<file path="config.mk">
export PLATFORM = sky130hd
export DESIGN_NAME = mult_sequencer
export DESIGN_NICKNAME = d
export VERILOG_FILES = /design/src/rtl/mult_sequencer.sv
export SDC_FILE = /design/constraint.sdc
export NUM_CORES = 1
export LEC_CHECK = 0
export CORE_MARGIN = 10
export CORE_UTILIZATION = 36
export CTS_CLUSTER_SIZE = 10
export DETAILED_ROUTE_END_ITERATION = 12
export PLACE_DENSITY = 0.86
export SLEW_MARGIN = 30
export SYNTH_ARGS = -nofsm -noshare
export SYNTH_HDL_FRONTEND = slang
export SYNTH_SLANG_ARGS = --single-unit
</file>
<file path="constraint.sdc">
create_clock -name clk -period 7.5 [get_ports clk]
set_clock_uncertainty 0.15 [all_clocks]
set_input_delay 1.5 -clock clk [delete_from_list [all_inputs] [get_ports clk]]
set_output_delay 1.5 -clock clk [all_outputs]
set_load 0.02 [all_outputs]
</file>
<file path="src/rtl/mult_sequencer.sv">
// Shift-add 64x64 -> 128 unsigned multiplier controller. It has no adder of its own:
// it drives the shared ripple-carry adder through ADD_* once per RUN cycle.
module mult_sequencer #(
    parameter int WIDTH = 64,
    parameter int CNT_W = 6
) (
    input  logic                 clk,
    input  logic                 reset,
    input  logic                 start,
    input  logic [WIDTH-1:0]     MCAND,
    input  logic [WIDTH-1:0]     MPLIER,
    output logic                 busy,
    output logic                 done,
    output logic [2*WIDTH-1:0]   PRODUCT,
    output logic [WIDTH-1:0]     ADD_A,
    output logic [WIDTH-1:0]     ADD_B,
    output logic                 ADD_C0,
    input  logic [WIDTH-1:0]     ADD_S,
    input  logic                 ADD_C64
);

    typedef enum logic [1:0] {IDLE, RUN, DONE} state_t;

    state_t             state, state_nx;
    logic [WIDTH-1:0]   hi, lo, mc;
    logic [CNT_W-1:0]   cnt;
    logic               last;

    assign last = (cnt == CNT_W'(WIDTH-1));

    always_ff @(posedge clk or posedge reset) begin
        if (reset) state <= IDLE;
        else       state <= state_nx;
    end

    always_comb begin
        state_nx = state;
        case (state)
            IDLE:    if (start) state_nx = RUN;
            RUN:     if (last)  state_nx = DONE;
            DONE:    state_nx = IDLE;
            default: state_nx = IDLE;
        endcase
    end

    // The adder carry-out is shifted into HI, so no sum bit is ever lost.
    always_ff @(posedge clk or posedge reset) begin
        if (reset) begin
            hi  <= '0;
            lo  <= '0;
            mc  <= '0;
            cnt <= '0;
        end else begin
            case (state)
                IDLE: if (start) begin
                    mc  <= MCAND;
                    lo  <= MPLIER;
                    hi  <= '0;
                    cnt <= '0;
                end
                RUN: begin
                    hi  <= {ADD_C64, ADD_S[WIDTH-1:1]};
                    lo  <= {ADD_S[0], lo[WIDTH-1:1]};
                    cnt <= cnt + 1'b1;
                end
                default: ;
            endcase
        end
    end

    // Outside RUN the shared adder sees a quiet 0 + 0.
    assign busy    = (state == RUN);
    assign done    = (state == DONE);
    assign ADD_A   = busy ? hi : '0;
    assign ADD_B   = (busy && lo[0]) ? mc : '0;
    assign ADD_C0  = 1'b0;
    assign PRODUCT = {hi, lo};

endmodule

</file>
==> results.md <==
- DIE AREA: 0.0309 sq mm
- Worst-skew pair later-pin latency: between 0.4 and 0.5 ns
- Antenna cells: 0
- Max FO, Critical Path: approximately 120
- Post-cts sizing count: 0
- DRC violation count after routing: 0
- CTS hold repair buffers: 0
- Ranking of synthesized cells by instance count: 200 x dfrtp_1, 68 x nand2_1, 68 x o21ai_0
- Endpoint type of the worst setup path: output port
- Library cell contributing the largest single delay on the critical path: clkdlybuf4s50_1
- Initial Utilization: between 30% and 40%
- Unrepaired setup endpoints after global routing: false
- Post-layout minimum cycle time: approximately 4.8 ns
- Capture instance of the worst register-to-register path: hi[9]
- Half-perimeter wire length of the detailed placement result: between 20 and 30 mm
- Vias post-DR: approximately 7800
- Area contributors post-synth: dfrtp_1 57%, a22o_1 6.5%, a22oi_1 5.3%
- Top-area cell type share of the netlist area: 57.3%
- Yosys synthesis warning count: 0
- Max clock buf depth: 2
- Worst hold path endpoint: mc[10]
- Final nets: around 1400
- Number of iterations in the first detailed-routing pass: 5
- Placer congestion estimate: slightly above 0.9
- Number of ports placed on the die boundary: about 460
- Hold Fails Final Rpt: 0
- Number of levels the H-tree was split into: 4
- Placeable core region: approximately 0.024 sq mm
- # Max-Cap Violations: 0
- Setup slack after layout: approximately 2.7 ns
- Type of the tightest min-delay check: register to register
- Clk Tree Root Cell: clkbuf_16
- Non-filler instance count after layout: roughly 1500
- Slew Limit Headroom: a little over a third
- Min-Delay Startpoint: mc[10]
- Number of nets with antenna violations after routing: 0
- Status: finished, final reports clean
- Reg-to-Reg Start: state[0]
- Startpoint kind of the worst setup timing path: register
- Distinct cell type count after synthesis: 31
- GRT Total Usage: 20.8%
- Setup slack, reg-to-reg: about 4.9 ns
- Avg Inst Size Synth: between 10 and 15 sq um
- Share of final-layout standard cells stronger than drive strength 1: between 5 and 6%
- Crit-path max cell delay: about 0.63 ns
- Largest area contributor in the netlist: dfrtp_1
- Violation count after the first detailed-route iteration: between 600 and 700
- Residual overflow from global routing: 0
- Leakage power of the design: about 6 nW
- Global-route wire length before repair: 50.2 mm
- Number of synthesized flops with an enable pin: 0
- Die Height: between 150 and 200 um
- Vias/cell: roughly 5.2
- Final worst path period share: between 60 and 70%
- Critical path data required time: 5.85 ns
- Power density normalized to cell area: between 300 and 400 mW/mm^2
- Top-count cell post-synth: dfrtp_1
- Critical path type: register to output port
- Maximum clock rate: 0.208 GHz
- Antenna violations before repair: 0
- Crit path cell chain: buf_4 > nand2b_4 > inv_6 > buf_12 > and2_1 > clkdlybuf4s50_1
- Max-slew violations: 0
- Num CTS Buffers: 17
- Hold Path Cell Cnt: 1
- Sequential element share of the synthesized area: between 50 and 60%
- Placement Rows: 56
- Fill cell instance count of the final layout: approximately 1900
- Pin count of the biggest net entering global routing: approximately 120
- Worst r2r path cells: 4
- Number of placed cells counting well taps: approximately 1500
- Wire length reported by the detailed router: 33.7 mm
- Async S/R FF share, synth: 100%
- Net count after synthesis: around 950
- Worst IR Drop VDD: just under 200 uV
- Synthesized netlist cell count: ~750
- Synthesized cell area: approximately 0.0087 sq mm
- Final setup violation count: 0
- Die width: about 180 um
- Count of clock tree sinks: 200
- CTS tree: yes
- Signed area change from the synthesized netlist to the final layout: 60.0%
- Number of synthesized register bits: 200
- Transition time at the pin with the least slew margin: roughly 0.95 ns
- Number of global-route vias before repair: roughly 8000
- Clock-pin slew reported for the worst setup and hold paths after clock tree synthesis: approximately 0.08 ns
- Arrival time at the worst endpoint: between 3 and 4 ns
- Leading register cell type out of synthesis: dfrtp_1
- # Post-CTS Setup Buffers: 0
- Buffers added on ports: 453
- Final setup TNS: 0 ns
- Routed length per instance: 22.6 um
- Worst setup slack after placement: 2.97 ns
[sequential cells by signal, indices dropped and copies added (netlist names)]
name and cells:
hi 64, lo 64, mc 64, cnt 6, state 2
[metrics by stage]
step | utilization (%) | power [mW] | cell area (sq um) | hold slack [ns]
6_report | 59.0 | 5.14 | 14000 | 0.331
5_1_grt | 59.0 | 5.42 | 14000 | 0.349
4_1_cts | 59.0 | 5.19 | 14000 | 0.336
3_5_place_dp | 56.6 | 4.26 | 13400 | 0.318
3_3_place_gp | 56.6 | 4.19 | 13400 | 0.309
2_1_floorplan | - | 2.99 | 8730 | 0.300
[worst max-delay path by stage]
stage	endpoint	start	slack (ns)	cells past startpoint
floorplan	cnt[0]	reset	0.40	1
global placement	ADD_A[18]	state[1]	3.03	6
detailed placement	ADD_A[22]	state[1]	2.97	6
CTS	ADD_A[22]	state[1]	2.50	6
global route	ADD_A[22]	state[1]	2.56	6
finish	ADD_A[22]	state[1]	2.70	6
[cell families (layout without fill, tap and decap cells)]
group           count (synthesis)  count (layout)  share of synthesized area, %
simple gates                  211             211                          13.3
flops                         200             200                          57.3
compound gates                198             198                          15.9
buf+inv                        75             495                          4.54
mux                            67              67                          8.60
fa+ha+maj                       1               1                         0.143
other cells                     1               1                        0.0429
xor+xnor                        1               1                         0.100
[power breakdown]
part	internal (mW)	switching [mW]	total, mW
logic	1.21	1.23	2.44
registers	1.49	0.298	1.79
clock network	0.478	0.434	0.913
total	3.18	1.96	5.14
[cell type report]
class,instances,area (sq um),area share [%]
tap,319,399,2.86
timing repair buffer,462,4630,33.1
multi-input combinational,479,3350,24.0
sequential,200,5010,35.8
clock buffer,19,443,3.17
clock inverter,12,130,0.931
inverter,2,20.0,0.143
[layout by cell type (no fill, tap or decap), types with 4 or more instances in the layout]
cell type	n
clkdlybuf4s50_1	453
a22oi_1	62
mux2_1	40
o21ai_0	68
buf_4	7
clkbuf_16	17
inv_6	5
a22o_1	65
nand2_1	68
inv_8	4
and3_1	64
mux2_2	24
dfrtp_1	199
and2_1	64
[per-layer routing]
layer	GRT usage, %	routed length (um)	vias to the layer above
met5	0	0	-
met4	7.31	1060	0
met3	6.99	3080	43
met2	34.4	16400	383
met1	24.7	13100	3840
li1	-	-	3514
[worst max-delay path, delay by kind of cell, from the launching register on]
kind	cells	cell delay (ns)
and+or+nand+nor	2	0.45
buffers and inverters	4	1.83
DFF	1	0.36
No activity file was read; power rests on OpenSTA's default activity.
==> RTL edit 1: new RTL, same flow settings <==
Set the parameter `CNT_W` to 7 (it was 6).
--- a/src/rtl/mult_sequencer.sv
+++ b/src/rtl/mult_sequencer.sv
@@ -3,5 +3,5 @@
 module mult_sequencer #(
     parameter int WIDTH = 64,
-    parameter int CNT_W = 6
+    parameter int CNT_W = 7
 ) (
     input  logic                 clk,
Function: no difference found for any inputs over 4 cycles, from zero or initial values and one cycle with reset high; that may be too few to reach the edited logic, so the function may still have changed.
==> RTL edit 1 against the original RTL <==
  * Global-route usage decreased by 0.17 points
  * Synthesized cell count up 0.40%
  * Total power is 0.52% higher
  * Worst setup slack worse by 16 ps
  * Wire length decreased by 0.24%
  * Cell count rose by 0.67%
  * Register-to-register slack improved by 210 ps
  * Core utilization increased by 0.61 points
  * Sequential cell count grew 1
  * Design area grew 1.0%
  * Area after synthesis is essentially flat
  * Critical endpoint is now ADD_A[26]
  * Largest cell class unchanged
  * Highest routed layer unchanged
==> RTL edit 1: results (changes against the original RTL) <==
* Vias per cell at 5.16 (was 5.21)
* Share of layout cells above drive strength 1 at 9.13% (was 5.96%)
* CP max FO at 99 (was 115)
* Slowest-stage cell, CP: inv_4 (was clkdlybuf4s50_1)
* Nets at 1372 (was 1359)
* VDD IR-drop max at 0.203 mV (was 0.195 mV)
* Crit path DAT at 3170 ps (was 3150 ps)
* Initial antenna violation count at 1 (was 0)
* Reg clk slew, reported paths at 60 ps (was 80 ps)
* TritonRoute pass-1 iters at 5 (unchanged)
* RePlAce Congestion at 0.866 (was 0.916)
* R2R cell count at 4 (unchanged)
* Dominant cells by area after synthesis: dfrtp_1 (58%), mux2_2 (8.2%), a22o_1 (6.7%) (was dfrtp_1 (57%), a22o_1 (6.5%), a22oi_1 (5.3%))
* Net Count, Synth at 954 (was 951)
* Post-cts resize count at 0 (unchanged)
* # H-tree levels at 1 (was 4)
* Worst-skew pair later-pin latency at 500 ps (was 420 ps)
* Seq/Total Area, Yosys at 57.6% (was 57.3%)
* Number of input and output port buffers inserted at 453 (unchanged)
* Top Registers: hi x64, lo x64, mc x64 (unchanged)
* Clk buf depth at 3 (was 2)
* Post-DP HPWL at 24.8 mm (was 25.2 mm)
* Hold depth at 1 (unchanged)
* Vias at 7762 (was 7780)
* Leakage Power at 6.04 nW (was 5.99 nW)
* Post-CTS Repair Setup Buffers at 0 (unchanged)
* Syn. warnings at 0 (unchanged)
* Slew headroom at 40.1% (was 36.2%)
* Distinct cell type count after synthesis at 30 (was 31)
* Total Routing Usage GR at 20.6% (was 20.8%)
* FFs w/ async S/R, synth at 100% (unchanged)
* Mapped Cells at 757 (was 754)
* Synth Flop Type: dfrtp_1 (unchanged)
* Worst hold path type: register to register (unchanged)
* Cell count after placement at 1468 (was 1462)
* Run status: finished clean (unchanged)
* First-pass GRT wire length at 50.6 mm (was 50.2 mm)
* Largest net degree at the start of global routing at 129 (was 116)
* Delay of the slowest cell on the worst path at 680 ps (was 630 ps)
* Initial drt markers at 866 (was 666)
* Wirelength, routed at 33.6 mm (was 33.7 mm)
* Vias in the first global route at 8175 (was 7999)
* Top cells by count, synth: dfrtp_1 (201), nand2_1 (69), a22o_1 (67), and3_1 (67), o21ai_0 (66) (was dfrtp_1 (200), nand2_1 (68), o21ai_0 (68), a22o_1 (65))
* CTS buffer count at 24 (was 17)
* CTS root buf: clkbuf_16 (unchanged)
* Delay-heaviest family, CP: buffers and inverters (unchanged)
==> RTL edit 1: cell count changes in the layout (fill, tap and decap cells not counted), sizes merged, moves of 2 or more <==
cell      before  now
nand3          3    0
clkinvlp       3    0
and3          64   67
buf            9   11
o21ai         68   66
inv            9    1
a22o          65   67
nor3           2    0
clkbuf        19   34
==> RTL edit 1: worst reg2reg max path, stage by stage (launching register included) <==
cell and delay (ps):
dfrtp_2 400, buf_4 350, nor3b_4 270, buf_4 660
mux2_2 490
==> RTL edit 1: layer usage <==
metal / up-vias / share of wire, % / wire length [microns] / global-route usage, %
met1: 3773 / 38 / 12600 / 24.2
met2: 395 / 48 / 16200 / 34.1
li1: 3536 / - / - / -
met5: - / 0 / 0 / 0
met4: 0 / 2.7 / 908 / 6.15
met3: 58 / 11 / 3840 / 8.17
==> RTL edit 1: area by class of cell <==
class | count | area, sq um
Sequential cell | 201 | 5030
Fill cell | 1865 | 9560
Clock buffer | 34 | 669
Inverter | 2 | 22.5
Multi-Input combinational cell | 482 | 3370
Timing Repair Buffer | 464 | 4620
Tap cell | 319 | 399
Antenna cell | 1 | 2.50
==> RTL edit 1: worst paths after layout <==
| check | startpoint | end | slack [ps] |
|---|---|---|---|
| min in group asynchronous | reset | hi[50] | 1360 |
| worst min register to register | cnt[3] | cnt[3] | 350 |
| worst max register to register | state[0] | mc[29] | 5060 |
| worst min-delay path | cnt[3] | cnt[3] | 350 |
| max in group asynchronous | reset | hi[48] | 4720 |
| worst max-delay path | state[1] | ADD_A[26] | 2680 |
==> RTL edit 1: logic make-up after synthesis <==
group,count (synthesis),synth area share (%)
AOI/OAI and AO/OA,201,16.3
adders and majority gates,1,0.143
buffers and inverters,74,4.11
DFF,201,57.6
muxes,66,8.48
other,1,0.0429
and+or+nand+nor,213,13.3
==> RTL edit 1: metrics by stage <==
step | cell area (sq um) | utilization (%) | hold slack [ps] | worst slack, ps
finish | 14100 | 59.6 | 348 | 2680
global route | 14100 | 59.6 | 361 | 2510
CTS | 14100 | 59.6 | 351 | 2670
detailed placement | 13400 | 56.7 | 339 | 3230
global placement | 13400 | 56.7 | 332 | 3290
floorplan | 8740 | - | 310 | 368
==> RTL edit 1: power by group <==
part	switching (W)	internal (W)
Sequential	0.000310	0.00150
Combinational	0.00115	0.00118
Clock	0.000425	0.000608
==> RTL edit 2: new RTL, config.mk and constraints unchanged <==
Without the edit above. Add an input register stage for `start`, `MCAND`, `MPLIER`, `ADD_S` and `ADD_C64`, with the module's reset; this delays them by one clock.
--- a/src/rtl/mult_sequencer.sv
+++ b/src/rtl/mult_sequencer.sv
@@ -22,4 +22,26 @@
     typedef enum logic [1:0] {IDLE, RUN, DONE} state_t;
 
+    logic start_q;
+    logic [WIDTH-1:0] MCAND_q;
+    logic [WIDTH-1:0] MPLIER_q;
+    logic [WIDTH-1:0] ADD_S_q;
+    logic ADD_C64_q;
+
+    always_ff @(posedge clk or posedge reset) begin
+        if (reset) begin
+            start_q   <= '0;
+            MCAND_q   <= '0;
+            MPLIER_q  <= '0;
+            ADD_S_q   <= '0;
+            ADD_C64_q <= '0;
+        end else begin
+            start_q   <= start;
+            MCAND_q   <= MCAND;
+            MPLIER_q  <= MPLIER;
+            ADD_S_q   <= ADD_S;
+            ADD_C64_q <= ADD_C64;
+        end
+    end
+
     state_t             state, state_nx;
     logic [WIDTH-1:0]   hi, lo, mc;
@@ -37,5 +59,5 @@
         state_nx = state;
         case (state)
-            IDLE:    if (start) state_nx = RUN;
+            IDLE:    if (start_q) state_nx = RUN;
             RUN:     if (last)  state_nx = DONE;
             DONE:    state_nx = IDLE;
@@ -53,13 +75,13 @@
         end else begin
             case (state)
-                IDLE: if (start) begin
-                    mc  <= MCAND;
-                    lo  <= MPLIER;
+                IDLE: if (start_q) begin
+                    mc  <= MCAND_q;
+                    lo  <= MPLIER_q;
                     hi  <= '0;
                     cnt <= '0;
                 end
                 RUN: begin
-                    hi  <= {ADD_C64, ADD_S[WIDTH-1:1]};
-                    lo  <= {ADD_S[0], lo[WIDTH-1:1]};
+                    hi  <= {ADD_C64_q, ADD_S_q[WIDTH-1:1]};
+                    lo  <= {ADD_S_q[0], lo[WIDTH-1:1]};
                     cnt <= cnt + 1'b1;
                 end
Behaviour: not the same (Yosys sat finds a counterexample within 4 cycles, from zero or initial values and one cycle with reset high).
==> RTL edit 2 against the original RTL <==
  * Worst setup slack worse by 830 ps
  * Sequential share of layout area up 13 points
  * Maximum frequency down 15%
  * Total power up 27%
  * Area after synthesis up 61%
  * Design area up 46%
  * Die area up 54%
  * Sequential cell count up 194
  * Wire length up 25%
  * Core utilization down 6.3 points
  * First-iteration DRC count up 60%
  * Cell count up 33%
  * Largest cell class unchanged
  * Highest routed layer unchanged
==> RTL edit 2: results (changes against the original RTL) <==
* Share of layout cells above drive strength 1 at 9.39% (was 5.96%)
* FF-to-FF setup slack at 4370 ps (was 4850 ps)
* Dominant cells by area after synthesis: dfrtp_1 (70%), a22o_1 (4.0%), a22oi_1 (3.4%) (was dfrtp_1 (57%), a22o_1 (6.5%), a22oi_1 (5.3%))
* Top cells by count, synth: dfrtp_1 (394), a22o_1 (65), nor2b_1 (65), o21ai_0 (65) (was dfrtp_1 (200), nand2_1 (68), o21ai_0 (68), a22o_1 (65))
* R2R cell count at 6 (was 4)
* VDD IR-drop max at 0.224 mV (was 0.195 mV)
* Net Count, Synth at 1212 (was 951)
* # H-tree levels at 2 (was 4)
* Wirelength, routed at 42.0 mm (was 33.7 mm)
* Distinct cell type count after synthesis at 32 (was 31)
* Total Routing Usage GR at 17.3% (was 20.8%)
* Worst Hold Launch: ADD_S_q[42] (was mc[10])
* Worst-skew pair later-pin latency at 550 ps (was 420 ps)
* Vias in the first global route at 10900 (was 7999)
* Largest net degree at the start of global routing at 154 (was 116)
* Nets at 1645 (was 1359)
* Hold WS at 312 ps (was 331 ps)
* Post-DP HPWL at 28.3 mm (was 25.2 mm)
* Global-route met3 utilization at 5.34% (was 6.99%)
* Leakage Power at 8.78 nW (was 5.99 nW)
* Initial antenna violation count at 1 (was 0)
* RePlAce Congestion at 0.788 (was 0.916)
* Slew @ Worst Pin at 889 ps (was 955 ps)
* Crit path DAT at 3980 ps (was 3150 ps)
* Vias per cell at 4.98 (was 5.21)
* Clk buf depth at 3 (was 2)
* CTS buffer count at 46 (was 17)
* Hold EP: hi[41] (was mc[10])
* Met2 usage at 29.9% (was 34.4%)
* Seq/Total Area, Yosys at 70.0% (was 57.3%)
* Run status: finished clean (unchanged)
* Initial drt markers at 1066 (was 666)
* First-pass GRT wire length at 64.5 mm (was 50.2 mm)
* Reg clk slew, reported paths at 50 ps (was 80 ps)
* Reg2reg end: lo[42] (was hi[9])
* TritonRoute pass-1 iters at 6 (was 5)
## RTL edit 2: changes by cell type in the layout (fill, tap and decap cells not counted), moves of 4 or more
cell | unedited run | this run
clkbuf_16 | 17 | 46
clkbuf_1 | 1 | 6
nand2_1 | 68 | 8
a21oi_1 | 2 | 63
dfrtp_1 | 199 | 390
o21ai_1 | 0 | 4
mux2_1 | 40 | 0
mux2_4 | 0 | 27
mux2_2 | 24 | 37
nor2b_1 | 1 | 64
## RTL edit 2: how the worst max path moves through the flow
stage / startpoint / endpoint / slack, ps / depth (start not counted)
after floorplan: reset / ADD_C64_q / 550 / 1
after global placement: state[0] / ADD_B[16] / 2580 / 6
after detailed placement: state[0] / ADD_B[21] / 2380 / 6
after CTS: state[0] / ADD_B[35] / 1760 / 6
after global routing: state[0] / ADD_B[35] / 1630 / 6
final: state[0] / ADD_B[35] / 1870 / 6
## RTL edit 2: per-stage QoR
step	utilization (%)	total power [W]	std cells	instance area, sq um	setup slack [ps]
finish	52.7	0.00654	1980	20400	1870
global route	52.6	0.00685	1978	20300	1630
CTS	52.6	0.00662	1977	20300	1760
detailed placement	49.3	0.00461	1918	19100	2380
global placement	49.3	0.00455	1918	19100	2580
floorplan	-	0.00368	1015	14100	548
## RTL edit 2: worst max-delay path, stage by stage, from the launching register on
cell	delay (ps)
dfrtp_2	330
buf_4	550
nand2b_1	370
inv_8	570
buf_4	510
and3_1	240
clkdlybuf4s50_1	650
## RTL edit 2: cell families (layout without fill, tap and decap cells)
group | count (synthesis) | count (layout) | synth area share, %
compound gates | 263 | 263 | 12.3
xor+xnor | 1 | 1 | 0.0622
fa+ha+maj | 1 | 1 | 0.0888
buf+inv | 81 | 525 | 2.50
flops | 394 | 394 | 70.0
mux | 66 | 66 | 5.98
other cells | 1 | 4 | 0.0266
simple gates | 208 | 208 | 9.09
## RTL edit 2: power by group
group	total (W)	switching (W)	leakage, nW	internal [W]
clock network	0.00195	0.000804	0.622	0.00115
logic	0.00177	0.000840	3.48	0.000935
registers	0.00282	0.000331	4.68	0.00248
## RTL edit 2: cell type report
| type | instances | area (sq um) | area share [%] |
|---|---|---|---|
| flip-flops and latches | 394 | 9860 | 48.5 |
| clock inverters | 5 | 68.8 | 0.338 |
| well taps | 518 | 648 | 3.18 |
| inverters | 2 | 18.8 | 0.0922 |
| clock buffers | 54 | 1200 | 5.90 |
| diodes | 3 | 7.51 | 0.0369 |
| multi-input cells | 540 | 3900 | 19.2 |
| repair buffers | 464 | 4650 | 22.8 |
## RTL edit 2: metal layers
metal	wire, microns	vias up
met5	0	-
met3	3320	57
met2	21600	401
met4	1010	0
li1	-	4412
met1	16100	4996
